File: src/rtl/alu_arbiter.sv
// alu_arbiter: two-port valid/ready arbiter and sequencer for the shared
// single-cycle alu. Accepts one request, drives the alu for one cycle, then
// holds the registered result on the owner's response channel until taken.
// Optional feature macro: ALU_ARB_FAIR_EN (round-robin grant via `last`);
// when undefined, port 0 has fixed priority.
module alu_arbiter #(
  parameter int DATA_W = 32
) (
  input  logic              clk,
  input  logic              rst_n,
  // requester 0 (execute stage)
  input  logic              req0_valid,
  output logic              req0_ready,
  input  logic [2:0]        req0_funct3,
  input  logic [6:0]        req0_funct7,
  input  logic              req0_src_sel,
  input  logic [DATA_W-1:0] req0_op_a,
  input  logic [DATA_W-1:0] req0_op_b,
  input  logic [DATA_W-1:0] req0_imm,
  output logic              resp0_valid,
  output logic [DATA_W-1:0] resp0_data,
  input  logic              resp0_ready,
  // requester 1 (address/branch helper)
  input  logic              req1_valid,
  output logic              req1_ready,
  input  logic [2:0]        req1_funct3,
  input  logic [6:0]        req1_funct7,
  input  logic              req1_src_sel,
  input  logic [DATA_W-1:0] req1_op_a,
  input  logic [DATA_W-1:0] req1_op_b,
  input  logic [DATA_W-1:0] req1_imm,
  output logic              resp1_valid,
  output logic [DATA_W-1:0] resp1_data,
  input  logic              resp1_ready,
  // alu side
  output logic              alu_en,
  output logic [2:0]        alu_funct3,
  output logic [6:0]        alu_funct7,
  output logic              alu_src_sel,
  output logic [DATA_W-1:0] alu_reg_data_1,
  output logic [DATA_W-1:0] alu_reg_data_2,
  output logic [DATA_W-1:0] alu_immediate,
  input  logic [DATA_W-1:0] alu_res
);

  typedef enum logic [1:0] {
    S_IDLE  = 2'd0,
    S_ISSUE = 2'd1,
    S_RESP  = 2'd2
  } state_t;

  state_t              r_state;
  logic                r_owner;
`ifdef ALU_ARB_FAIR_EN
  logic                r_last;
`endif
  logic [2:0]          r_funct3;
  logic [6:0]          r_funct7;
  logic                r_src_sel;
  logic [DATA_W-1:0]   r_op_a;
  logic [DATA_W-1:0]   r_op_b;
  logic [DATA_W-1:0]   r_imm;
  logic [DATA_W-1:0]   r_result;
  logic                r_alu_en;
  logic                r_resp0_valid;
  logic                r_resp1_valid;

  logic                w_gnt0;
  logic                w_gnt1;
  logic                w_accept;
  logic                w_resp_take;

  // Grant decision: only in IDLE, exactly one port on simultaneous requests.
  always_comb begin
    w_gnt0 = 1'b0;
    w_gnt1 = 1'b0;
    if (r_state == S_IDLE) begin
      if (req0_valid && req1_valid) begin
`ifdef ALU_ARB_FAIR_EN
        // port not granted last wins; r_last resets to 1 so port 0 goes first
        w_gnt0 = r_last;
        w_gnt1 = ~r_last;
`else
        w_gnt0 = 1'b1;
        w_gnt1 = 1'b0;
`endif
      end else begin
        w_gnt0 = req0_valid;
        w_gnt1 = req1_valid;
      end
    end else begin
      w_gnt0 = 1'b0;
      w_gnt1 = 1'b0;
    end
  end

  assign w_accept    = w_gnt0 | w_gnt1;
  assign w_resp_take = r_owner ? resp1_ready : resp0_ready;

  assign req0_ready     = w_gnt0;
  assign req1_ready     = w_gnt1;
  assign resp0_valid    = r_resp0_valid;
  assign resp1_valid    = r_resp1_valid;
  assign resp0_data     = r_result;
  assign resp1_data     = r_result;
  assign alu_en         = r_alu_en;
  assign alu_funct3     = r_funct3;
  assign alu_funct7     = r_funct7;
  assign alu_src_sel    = r_src_sel;
  assign alu_reg_data_1 = r_op_a;
  assign alu_reg_data_2 = r_op_b;
  assign alu_immediate  = r_imm;

  // Sequencer FSM: capture request, issue to alu for one cycle, hold response.
  always_ff @(posedge clk or negedge rst_n) begin
    if (!rst_n) begin
      r_state       <= S_IDLE;
      r_owner       <= 1'b0;
`ifdef ALU_ARB_FAIR_EN
      r_last        <= 1'b1;
`endif
      r_funct3      <= 3'd0;
      r_funct7      <= 7'd0;
      r_src_sel     <= 1'b0;
      r_op_a        <= {DATA_W{1'b0}};
      r_op_b        <= {DATA_W{1'b0}};
      r_imm         <= {DATA_W{1'b0}};
      r_result      <= {DATA_W{1'b0}};
      r_alu_en      <= 1'b0;
      r_resp0_valid <= 1'b0;
      r_resp1_valid <= 1'b0;
    end else begin
      case (r_state)
        S_IDLE: begin
          if (w_accept) begin
            r_funct3  <= w_gnt1 ? req1_funct3  : req0_funct3;
            r_funct7  <= w_gnt1 ? req1_funct7  : req0_funct7;
            r_src_sel <= w_gnt1 ? req1_src_sel : req0_src_sel;
            r_op_a    <= w_gnt1 ? req1_op_a    : req0_op_a;
            r_op_b    <= w_gnt1 ? req1_op_b    : req0_op_b;
            r_imm     <= w_gnt1 ? req1_imm     : req0_imm;
            r_owner   <= w_gnt1;
`ifdef ALU_ARB_FAIR_EN
            r_last    <= w_gnt1;
`endif
            r_alu_en  <= 1'b1;
            r_state   <= S_ISSUE;
          end else begin
            r_state   <= S_IDLE;
          end
        end
        S_ISSUE: begin
          r_result      <= alu_res;
          r_alu_en      <= 1'b0;
          r_resp0_valid <= ~r_owner;
          r_resp1_valid <= r_owner;
          r_state       <= S_RESP;
        end
        S_RESP: begin
          if (w_resp_take) begin
            r_resp0_valid <= 1'b0;
            r_resp1_valid <= 1'b0;
            r_state       <= S_IDLE;
          end else begin
            r_state       <= S_RESP;
          end
        end
        default: begin
          r_alu_en      <= 1'b0;
          r_resp0_valid <= 1'b0;
          r_resp1_valid <= 1'b0;
          r_state       <= S_IDLE;
        end
      endcase
    end
  end

endmodule
File: config.mk
export PLATFORM = sky130hd
export DESIGN_NAME = alu_arbiter
export DESIGN_NICKNAME = d
export VERILOG_FILES = /design/src/rtl/alu_arbiter.sv
export SDC_FILE = /design/constraint.sdc
export NUM_CORES = 1
export LEC_CHECK = 0
export ABC_AREA = 1
export BUFFER_PORTS_ARGS = -buffer_cell sky130_fd_sc_hd__buf_4
export CORE_AREA = 4 4 162 164
export DETAILED_ROUTE_END_ITERATION = 10
export DIE_AREA = 0 0 166 168
export PLACE_DENSITY = 0.59
export SLEW_MARGIN = 5
export SYNTH_ARGS = -nofsm -noshare
export SYNTH_HDL_FRONTEND = slang
export SYNTH_SLANG_ARGS = --single-unit
export TNS_END_PERCENT = 30
File: constraint.sdc
create_clock -name clk -period 4 [get_ports clk]
set_input_delay 0.6 -clock clk [delete_from_list [all_inputs] [get_ports clk]]
set_output_delay 0.6 -clock clk [all_outputs]
set_load 0.005 [all_outputs]
==> summary.md, run 1 <==
| Metric | Value |
|---|---|
| Final Hold Vio Count | `0` |
| Core Region | `approximately 25000 um2` |
| Share of cells above drive strength 1 | `31.7%` |
| Yosys top cell area share | `a little under half` |
| Hold Buf Count CTS | `0` |
| Final setup margin | `about 1.6 ns` |
| Die Ht | `168 um` |
| Crit path launch type | `register` |
| Cell Area, Synth | `a little under 8000 um2` |
| Total power | `just over 0.008 W` |
| Chip Width | `about 170 um` |
| Initial core utilization | `31.2%` |
| Fin crit period | `2.43 ns` |
| Max Cap Violations | `0` |
| Worst min path class | `primary input to async pin` |
| Vias in the first global route | `about 7700` |
| Crit path required time | `around 3.4 ns` |
| Fin nets | `about 1700` |
| Final Setup Violations | `0` |
| Via-per-instance ratio | `about 4.4` |
| Initial antenna violation count | `1` |
| CP Data Arrival Time | `around 1.8 ns` |
| Syn avg cell area | `about 7.0 um2` |
| Setup Skew | `around 0.013 ns` |
| Max IR drop VDD | `419 uV` |
| Synth Net Count | `approximately 1400` |
| DRC viols | `0` |
| Dpl hpwl | `between 15 and 20 mm` |
| Part of the cycle the worst path needs | `60.7%` |
| Pleak | `just over 7 nW` |
| Initial DRC count | `approximately 470` |
| DR vias | `8038` |
| # port buffers | `between 400 and 500` |
| GRT busiest layer | `met2` |
| H-tree Lvls | `4` |
| Total track usage | `about 19%` |
| First-pass GRT wire length | `43.3 mm` |
| Final antenna-violating net count | `0` |
| Largest net degree at the start of global routing | `110` |
| Yosys cell types | `18` |
| Io pins | `~430` |
| Area delta synth->final | `48.3%` |
| Die area | `27900 um2` |
| Slew HR | `around 17%` |
| Status | `complete, no violations` |
| Root Driver | `clkbuf_16` |
| Clock transition at path regs | `around 0.070 ns` |
| Max Fclk | `slightly above 400 MHz` |
| GPL Wtd Cong | `0.881` |
| Drt first pass iters | `5` |
| Total Wirelength | `28.0 mm` |
| CP Capture Type | `output port` |
| Post-synthesis register bit count | `145` |
| Synth area leaders | `dfrtp_1 47%, nand2_1 21%, nand3_1 14%` |
| Power Dens Cells | `700 nW/um2` |
| Register area share after synthesis | `between 40% and 50%` |
| Unrepaired setup endpoints after global routing | `false` |
| Hold Slack | `0.163 ns` |
| Pre-CTS setup slack | `about 1.5 ns` |
| Drt wl/cell | `between 15 and 20 um` |
| CTS tree | `yes` |
| Row cnt | `58` |
| Ys Warns | `0` |
| Worst-path fanout max | `33` |
| Cts bufs inserted | `17` |
| Measured slew at the worst slew-check pin | `approximately 1.2 ns` |
| Grt met1 use | `a little under a quarter` |
| Post-CTS setup buffers | `0` |
| # diodes | `0` |
| Met3 Track Usage GR | `5.78%` |
| Clock Path Buffers | `2` |
| Clock Sinks | `~150` |
| Setup TNS | `0 ns` |
| Area leader, netlist | `dfrtp_1` |
| Crit path kind | `register to output port` |
| GR Util met2 | `between 30% and 40%` |
| Cells after synthesis | `~1100` |
| Slew Limit Fails | `0` |
| CTS resizes | `0` |
| Overflow after GRT | `0` |
| Worst skew pair latency | `about 0.42 ns` |
| Fin util | `around 46%` |
## cell usage after synthesis
master and instances:
nand2_4 1, o21ai_0 1, nand3_1 215, buf_2 24
nor2_2 1, nor2_8 1, inv_6 1, inv_1 221
dfrtp_1 145, nand2_1 428, clkbuf_1 25, buf_6 4
nor2_1 2, a21oi_1 1, buf_1 5, buf_4 37
o21ai_1 1, clkinv_1 1
## critical path: stages (launching register included)
cell	delay (ns)
dfrtp_1	0.43
nor2_4	0.18
buf_4	0.39
inv_1	0.10
nor2_1	0.17
buf_4	0.15
## cell families (layout without fill, tap and decap cells)
group                  after synthesis  count (layout)  synth area share (%)
AO/OA/AOI/OAI                        3               3                 0.193
buffers and inverters              318             689                  18.0
flip-flops                         145             145                  46.7
AND/OR/NAND/NOR                    648             648                  35.1
## through the flow
step           cells  area (um2)
6_report        1815       11500
2_1_floorplan   1114        7770
4_1_cts         1815       11500
3_5_place_dp    1783       10900
3_3_place_gp    1783       10900
5_1_grt         1815       11500
## state kept, by name, indices dropped and copies added (netlist names)
name            flops
alu_funct7          7
alu_funct3          3
resp0_valid         1
alu_reg_data_2     32
alu_immediate      32
r_state             2
alu_src_sel         1
resp0_data         32
alu_en              1
alu_reg_data_1     32
r_owner             1
resp1_valid         1
## path summary, 6_finish.rpt
check,start,to,slack (ns),depth (start not counted)
worst max-delay path,r_state[0],req0_ready,1.57,5
worst min-delay path,rst_n,alu_funct7[4],0.16,1
worst min register to register,alu_reg_data_1[26],alu_reg_data_1[26],0.48,2
worst max register to register,r_state[0],alu_immediate[22],1.59,6
min in group clk,alu_res[26],resp0_data[26],0.37,3
max in group asynchronous,rst_n,resp0_data[2],2.88,2
## layout make-up
class	count	area, um2
Tap cell	330	413
Fill cell	2601	13400
Timing Repair Buffer	434	3300
Clock inverter	14	144
Inverter	223	842
Sequential cell	145	3630
Clock buffer	18	439
Multi-Input combinational cell	651	2760
## power breakdown
part	internal [W]	switching, W
Sequential	0.00220	0.000477
Combinational	0.00176	0.00203
Clock	0.000895	0.000711
Total	0.00485	0.00322
## cell usage in the layout (no fill, tap or decap), drive strengths merged
cell	instances
buf	434
nand2	429
inv	230
nand3	215
dfrtp	145
clkbuf	18
clkinvlp	4
nor2	4
o21ai	2
clkinv	2
a21oi	1
bufinv	1
## per-layer routing
| layer | vias to the layer above | part of all wire (%) |
|---|---|---|
| met3 | 40 | 7.5 |
| li1 | 3991 | - |
| met4 | 2 | 2.9 |
| met5 | - | 0.072 |
| met1 | 3684 | 41 |
| met2 | 321 | 49 |
(Power assumes the default switching activity.)
==> run 2, diff against run 1 <==
--- a/config.mk
+++ b/config.mk
@@ -7,9 +7,9 @@
 export LEC_CHECK = 0
 export ABC_AREA = 1
 export BUFFER_PORTS_ARGS = -buffer_cell sky130_fd_sc_hd__buf_4
-export CORE_AREA = 4 4 162 164
+export CORE_AREA = 4 4 165 167
 export DETAILED_ROUTE_END_ITERATION = 10
-export DIE_AREA = 0 0 166 168
+export DIE_AREA = 0 0 169 171
 export PLACE_DENSITY = 0.59
 export SLEW_MARGIN = 5
 export SYNTH_ARGS = -nofsm -noshare
==> constraint.sdc (replaced) <==
create_clock -name clk -period 2.1 [get_ports clk]
set_input_delay 0.315 -clock clk [delete_from_list [all_inputs] [get_ports clk]]
set_output_delay 0.315 -clock clk [all_outputs]
set_load 0.005 [all_outputs]
==> summary.md, run 2 (same netlist as run 1, synthesis figures left out) <==
| Metric | Value |
|---|---|
| Net Sw Frac | `38.8% (-1.0 points)` |
| Final setup margin | `0.152 ns (-1.42 ns)` |
| Fill cell count | `2594 (-0.27%)` |
| Crit path launch type | `register` |
| Initial antenna violation count | `0 (-1)` |
| Part of the cycle the worst path needs | `between 90 and 100%` |
| DRC viols | `0 (unchanged)` |
| Die area | `28900 um2 (+3.6%)` |
| Final Hold Vio Count | `0 (unchanged)` |
| Pleak | `7.23 nW (+2.3%)` |
| Crit path kind | `register to output port` |
| CP Data Arrival Time | `1.63 ns (-0.20 ns)` |
| Crit-path cells | `nor2_4 > buf_12 > inv_1 > nor2_1 > buf_4` |
| Drt wl/cell | `15.1 um (-1.7%)` |
| Most frequent cells in the layout | `436 x buf_4, 428 x nand2_1, 221 x inv_1` |
| CP delay by family, top | `flip-flops` |
| Setup Skew | `0.0159 ns (+0.00301 ns)` |
| Initial DRC count | `563 (+19%)` |
| Clock share of power | `20.7% (+0.8 points)` |
| Sequential power share | `31.8% (-1.4 points)` |
| Unrepaired setup endpoints after global routing | `false` |
| Die Ht | `171 um (+1.8%)` |
| Hold Slack | `0.0913 ns (-0.0715 ns)` |
| Slew HR | `65.1% (+48 points)` |
| Vias in the first global route | `7801 (+1.2%)` |
| Grt met1 use | `22.0% (-1.6 points)` |
| Area delta synth->final | `52.3%` |
| Row cnt | `59 (+1.7%)` |
| Core Region | `25800 um2 (+3.5%)` |
| Worst-path fanout max | `15 (-55%)` |
| Int Power | `0.00983 W (+100%)` |
| Fin nets | `1740 (+0.93%)` |
| Io pins | `428 (unchanged)` |
| Most common cell after layout, fill and taps aside | `buf_4` |
| CTS resizes | `0 (unchanged)` |
| Chip Width | `169 um (+1.8%)` |
| Dpl hpwl | `19.7 mm (+0.46%)` |
| Crit path from | `r_state[0]` |
| Via-per-instance ratio | `4.37 (-1.3%)` |
| Total power | `0.0161 W (+99%)` |
| Initial core utilization | `30.2% (-1.1 points)` |
| GRT busiest layer | `met2` |
| Status | `complete, no violations` |
| Max IR drop VDD | `701 uV (+68%)` |
| DR vias | `8027 (-0.14%)` |
| CP Capture Type | `output port` |
| Power Dens Cells | `1360 nW/um2 (+94%)` |
| Drt first pass iters | `5 (unchanged)` |
| Measured slew at the worst slew-check pin | `0.524 ns (-0.715 ns)` |
| Met3 Track Usage GR | `6.35% (+0.58 points)` |
| Worst min path class | `primary input to register` |
| H-tree Lvls | `4 (unchanged)` |
| Reg2Reg Launch Point | `r_state[0]` |
| Root Driver | `clkbuf_16` |
| Crit path required time | `1.78 ns (-1.62 ns)` |
| Sw Pwr | `0.00624 W (+94%)` |
| Worst skew pair latency | `0.42 ns (about the same)` |
| Final Setup Violations | `0 (unchanged)` |
| Max Fclk | `just over 500 MHz` |
| Slew Limit Fails | `0 (unchanged)` |
| Total track usage | `18.1% (-1.1 points)` |
| Overflow after GRT | `0 (unchanged)` |
| Fin crit period | `around 2 ns` |
| Pre-CTS setup slack | `0.412 ns (-1.08 ns)` |
| CTS tree | `yes` |
| Max Cap Violations | `0 (unchanged)` |
| Hold Startpoint | `alu_res[0]` |
| Cts bufs inserted | `17 (unchanged)` |
| WP buf/inv | `3 (unchanged)` |
| First-pass GRT wire length | `42.0 mm (-2.9%)` |
| Final antenna-violating net count | `0 (unchanged)` |
| Largest net degree at the start of global routing | `109 (-0.91%)` |
| Total Wirelength | `27.8 mm (-0.61%)` |
| Share of cells above drive strength 1 | `32.4% (+0.66 points)` |
| Clock Path Buffers | `2 (unchanged)` |
| GPL Wtd Cong | `0.839 (-4.8%)` |
| Clock transition at path regs | `0.07 ns (about the same)` |
| GR Util met2 | `30.7% (-1.7 points)` |
| Logic pwr share | `47.5% (+0.6 points)` |
| Slowest CP cell | `dfrtp_1` |
| CP max stage delay | `0.43 ns (about the same)` |
| Setup TNS | `0 ns (unchanged)` |
| # port buffers | `427 (unchanged)` |
| # diodes | `0 (unchanged)` |
| Clock Sinks | `145 (unchanged)` |
run 2: changes by cell type in the layout (fill, tap and decap cells not counted), sizes merged:
cell	before	now
bufbuf	0	1
buf	434	447
dlygate4sd3	0	1
bufinv	1	3
clkinvlp	4	1
inv	230	232
run 2: worst reg2reg max path, delay by kind of cell, from the launching register on:
kind | cells | cell delay [ns]
buffers and inverters | 3 | 0.79
and+or+nand+nor | 3 | 0.44
DFF | 1 | 0.43
AOI/OAI and AO/OA | 1 | 0.08
run 2: per-layer routing:
layer | share of wire (%) | routed length, um
met1 | 40 | 11100
met2 | 49 | 13600
met3 | 8.8 | 2450
met4 | 2.2 | 619
met5 | 0 | 0
run 2: power by group through the flow:
stage / logic [W] / registers [W] / clock network [W]
global placement: 0.00740 / 0.00513 / 0
detailed placement: 0.00751 / 0.00512 / 0
floorplan: 0.00364 / 0.00510 / 0
finish: 0.00763 / 0.00511 / 0.00332
CTS: 0.00764 / 0.00512 / 0.00341
global route: 0.00850 / 0.00530 / 0.00354
run 2: layout make-up:
class | instances | area, um2 | share of cell area (%)
clock buffers | 17 | 425 | 3.60
inverters | 223 | 842 | 7.12
multi-input cells | 651 | 2760 | 23.3
repair buffers | 450 | 3550 | 30.0
clock inverters | 15 | 206 | 1.74
well taps | 335 | 419 | 3.54
flip-flops and latches | 145 | 3630 | 30.7
run 2: metrics by stage:
stage	instances	area, um2	utilization [%]
2_1_floorplan	1114	7770	-
3_3_place_gp	1798	11100	43.1
3_5_place_dp	1798	11100	43.1
4_1_cts	1832	11800	45.7
5_1_grt	1836	11800	45.9
6_report	1836	11800	45.9
run 2: worst paths after layout:
kind                                       to  cells after the start  slack [ns]
max                                req0_ready                      5        0.15
min                             resp0_data[0]                      3        0.09
max reg2reg                alu_reg_data_1[24]                      7        0.32
min reg2reg                  alu_immediate[9]                      2        0.48
max in group asynchronous   alu_immediate[24]                      3        0.99
min in group asynchronous  alu_reg_data_1[12]                      2        0.37
run 2: timing repair:
item / in CTS / in global routing
pin swaps: 0 / 1
cloned: 1 / 1
hold buffers: 1 / 0
buffers inserted: 0 / 3
endpoints found under the setup margin: 1 / 1
hold endpoints to repair: 32 / 0
==> run 3, diff against run 2 <==
--- a/config.mk
+++ b/config.mk
@@ -10,6 +10,7 @@
 export CORE_AREA = 4 4 165 167
 export DETAILED_ROUTE_END_ITERATION = 10
 export DIE_AREA = 0 0 169 171
+export MAX_ROUTING_LAYER = met4
 export PLACE_DENSITY = 0.59
 export SLEW_MARGIN = 5
 export SYNTH_ARGS = -nofsm -noshare
==> summary.md, run 3 (same netlist as run 1, synthesis figures left out) <==
| Metric | Value |
|---|---|
| Initial DRC count | `545 (-3.2%)` |
| R2R Setup Slk | `0.32 ns (about the same)` |
| Die Ht | `171 um (unchanged)` |
| Cts bufs inserted | `17 (unchanged)` |
| Row cnt | `59 (unchanged)` |
| Worst-path fanout max | `15 (unchanged)` |
| Root Driver | `clkbuf_16` |
| Crit path from | `r_state[0]` |
| Max Cap Violations | `0 (unchanged)` |
| GPL Wtd Cong | `0.854 (+1.9%)` |
| Chip Width | `169 um (unchanged)` |
| H-tree Lvls | `4 (unchanged)` |
| Io pins | `428 (unchanged)` |
| Dpl hpwl | `19.7 mm (unchanged)` |
| Total power | `0.0161 W (about the same)` |
| # port buffers | `427 (unchanged)` |
| CP Capture Type | `output port` |
| Part of the cycle the worst path needs | `92.8% (about the same)` |
| Measured slew at the worst slew-check pin | `0.533 ns (+0.00881 ns)` |
| Worst reg2reg path depth | `7 (unchanged)` |
| Slew Limit Fails | `0 (unchanged)` |
| Worst skew pair latency | `0.42 ns (about the same)` |
| Crit path launch type | `register` |
| Initial antenna violation count | `0 (unchanged)` |
| Setup Skew | `0.0159 ns (+0.00000180 ns)` |
| Share of cells above drive strength 1 | `32.4% (unchanged)` |
| Core Region | `25800 um2 (unchanged)` |
| Vias in the first global route | `7834 (+0.42%)` |
| Max Fclk | `513 MHz (about the same)` |
| Worst min path class | `primary input to register` |
| CTS tree | `yes` |
| Total track usage | `18.7% (+0.51 points)` |
| Area delta synth->final | `52.3% (unchanged)` |
| Crit path required time | `1.78 ns (about the same)` |
| Pleak | `7.23 nW (unchanged)` |
| DRC viols | `0 (unchanged)` |
| Slew HR | `64.5% (-0.59 points)` |
| Unrepaired setup endpoints after global routing | `false` |
| Final Setup Violations | `0 (unchanged)` |
| Total Wirelength | `27.9 mm (+0.25%)` |
| Largest net degree at the start of global routing | `109 (unchanged)` |
| Overflow after GRT | `0 (unchanged)` |
| Die area | `28900 um2 (unchanged)` |
| Max IR drop VDD | `708 uV (+1.0%)` |
| Reg2Reg Launch Point | `r_state[0]` |
| Fin nets | `1740 (unchanged)` |
| Most frequent cells in the layout | `436 x buf_4, 428 x nand2_1, 221 x inv_1` |
| DR vias | `8028 (+0.012%)` |
| Power Dens Cells | `1360 nW/um2 (about the same)` |
| # diodes | `0 (unchanged)` |
| Drt wl/cell | `15.2 um (+0.25%)` |
| Clock Path Buffers | `2 (unchanged)` |
| Worst setup endpoint | `req0_ready` |
| Final Hold Vio Count | `0 (unchanged)` |
| Crit path kind | `register to output port` |
| Fin crit period | `1.95 ns (+0.00152 ns)` |
| Initial core utilization | `30.2% (unchanged)` |
| Drt first pass iters | `5 (unchanged)` |
| Clock transition at path regs | `0.07 ns (about the same)` |
| Status | `complete, no violations` |
| Most common cell after layout, fill and taps aside | `buf_4` |
| Via-per-instance ratio | `4.37 (about the same)` |
| Final antenna-violating net count | `0 (unchanged)` |
| First-pass GRT wire length | `41.9 mm (-0.38%)` |
| Hold path depth | `3 (unchanged)` |
| Clock Sinks | `145 (unchanged)` |
| Fin util | `45.9% (unchanged)` |
| CP Data Arrival Time | `1.63 ns (about the same)` |
| Setup TNS | `0 ns (unchanged)` |
| Crit Reg-Reg Endpoint | `alu_reg_data_1[24]` |
-- run 3: area by class of cell --
cell class              instances  area, um2
clock inverters                15        206
clock buffers                  17        425
multi-input cells             651       2760
inverters                     223        842
well taps                     335        419
fillers                      2594      13900
flip-flops and latches        145       3630
repair buffers                450       3550
-- run 3: critical path, stage by stage (launching register included) --
cell and delay, ns:
dfrtp_1 0.43, nor2_4 0.27, buf_12 0.20, inv_1 0.07, nor2_1 0.12, buf_4 0.14
-- run 3: metal layers --
| layer | part of all wire, % | vias up | global-route usage [%] |
|---|---|---|---|
| met5 | 0 | - | - |
| met2 | 49 | 314 | 30.6 |
| met3 | 7.9 | 38 | 5.29 |
| met1 | 41 | 3648 | 22.4 |
| li1 | - | 4028 | - |
| met4 | 2.4 | 0 | 5.81 |
-- run 3: timing repair --
item / in CTS / in global routing
hold buffers: 1 / 0
setup buffers: 0 / 3
pin swaps: 0 / 1
gates resized for setup: 0 / 0
setup endpoints to repair: 1 / 1
endpoints found under the hold margin: 32 / 0
gates cloned: 1 / 1
-- run 3: worst min path at each step --
stage | start | endpoint
2_1_floorplan | rst_n | alu_en
3_3_place_gp | rst_n | alu_reg_data_1[8]
3_5_place_dp | rst_n | alu_reg_data_1[12]
4_1_cts | alu_res[0] | resp0_data[0]
5_1_grt | alu_res[7] | resp0_data[7]
6_report | alu_res[0] | resp0_data[0]
-- run 3: per-stage QoR --
stage / instances / worst slack [ns] / instance area [um2] / hold WS (ns)
final: 1836 / 0.151 / 11800 / 0.0908
after global routing: 1836 / 0.00665 / 11800 / 0.0683
after CTS: 1832 / 0.00789 / 11800 / 0.0662
after detailed placement: 1798 / 0.412 / 11100 / 0.247
after global placement: 1798 / 0.453 / 11100 / 0.247
after floorplan: 1114 / 0.693 / 7770 / 0.0194
-- run 3: report_power, final --
part | total (W) | leakage [nW] | switching [W] | internal [W]
Sequential | 0.00511 | 1.78 | 0.000920 | 0.00419
Combinational | 0.00764 | 5.15 | 0.00394 | 0.00370
Clock | 0.00332 | 0.309 | 0.00139 | 0.00194
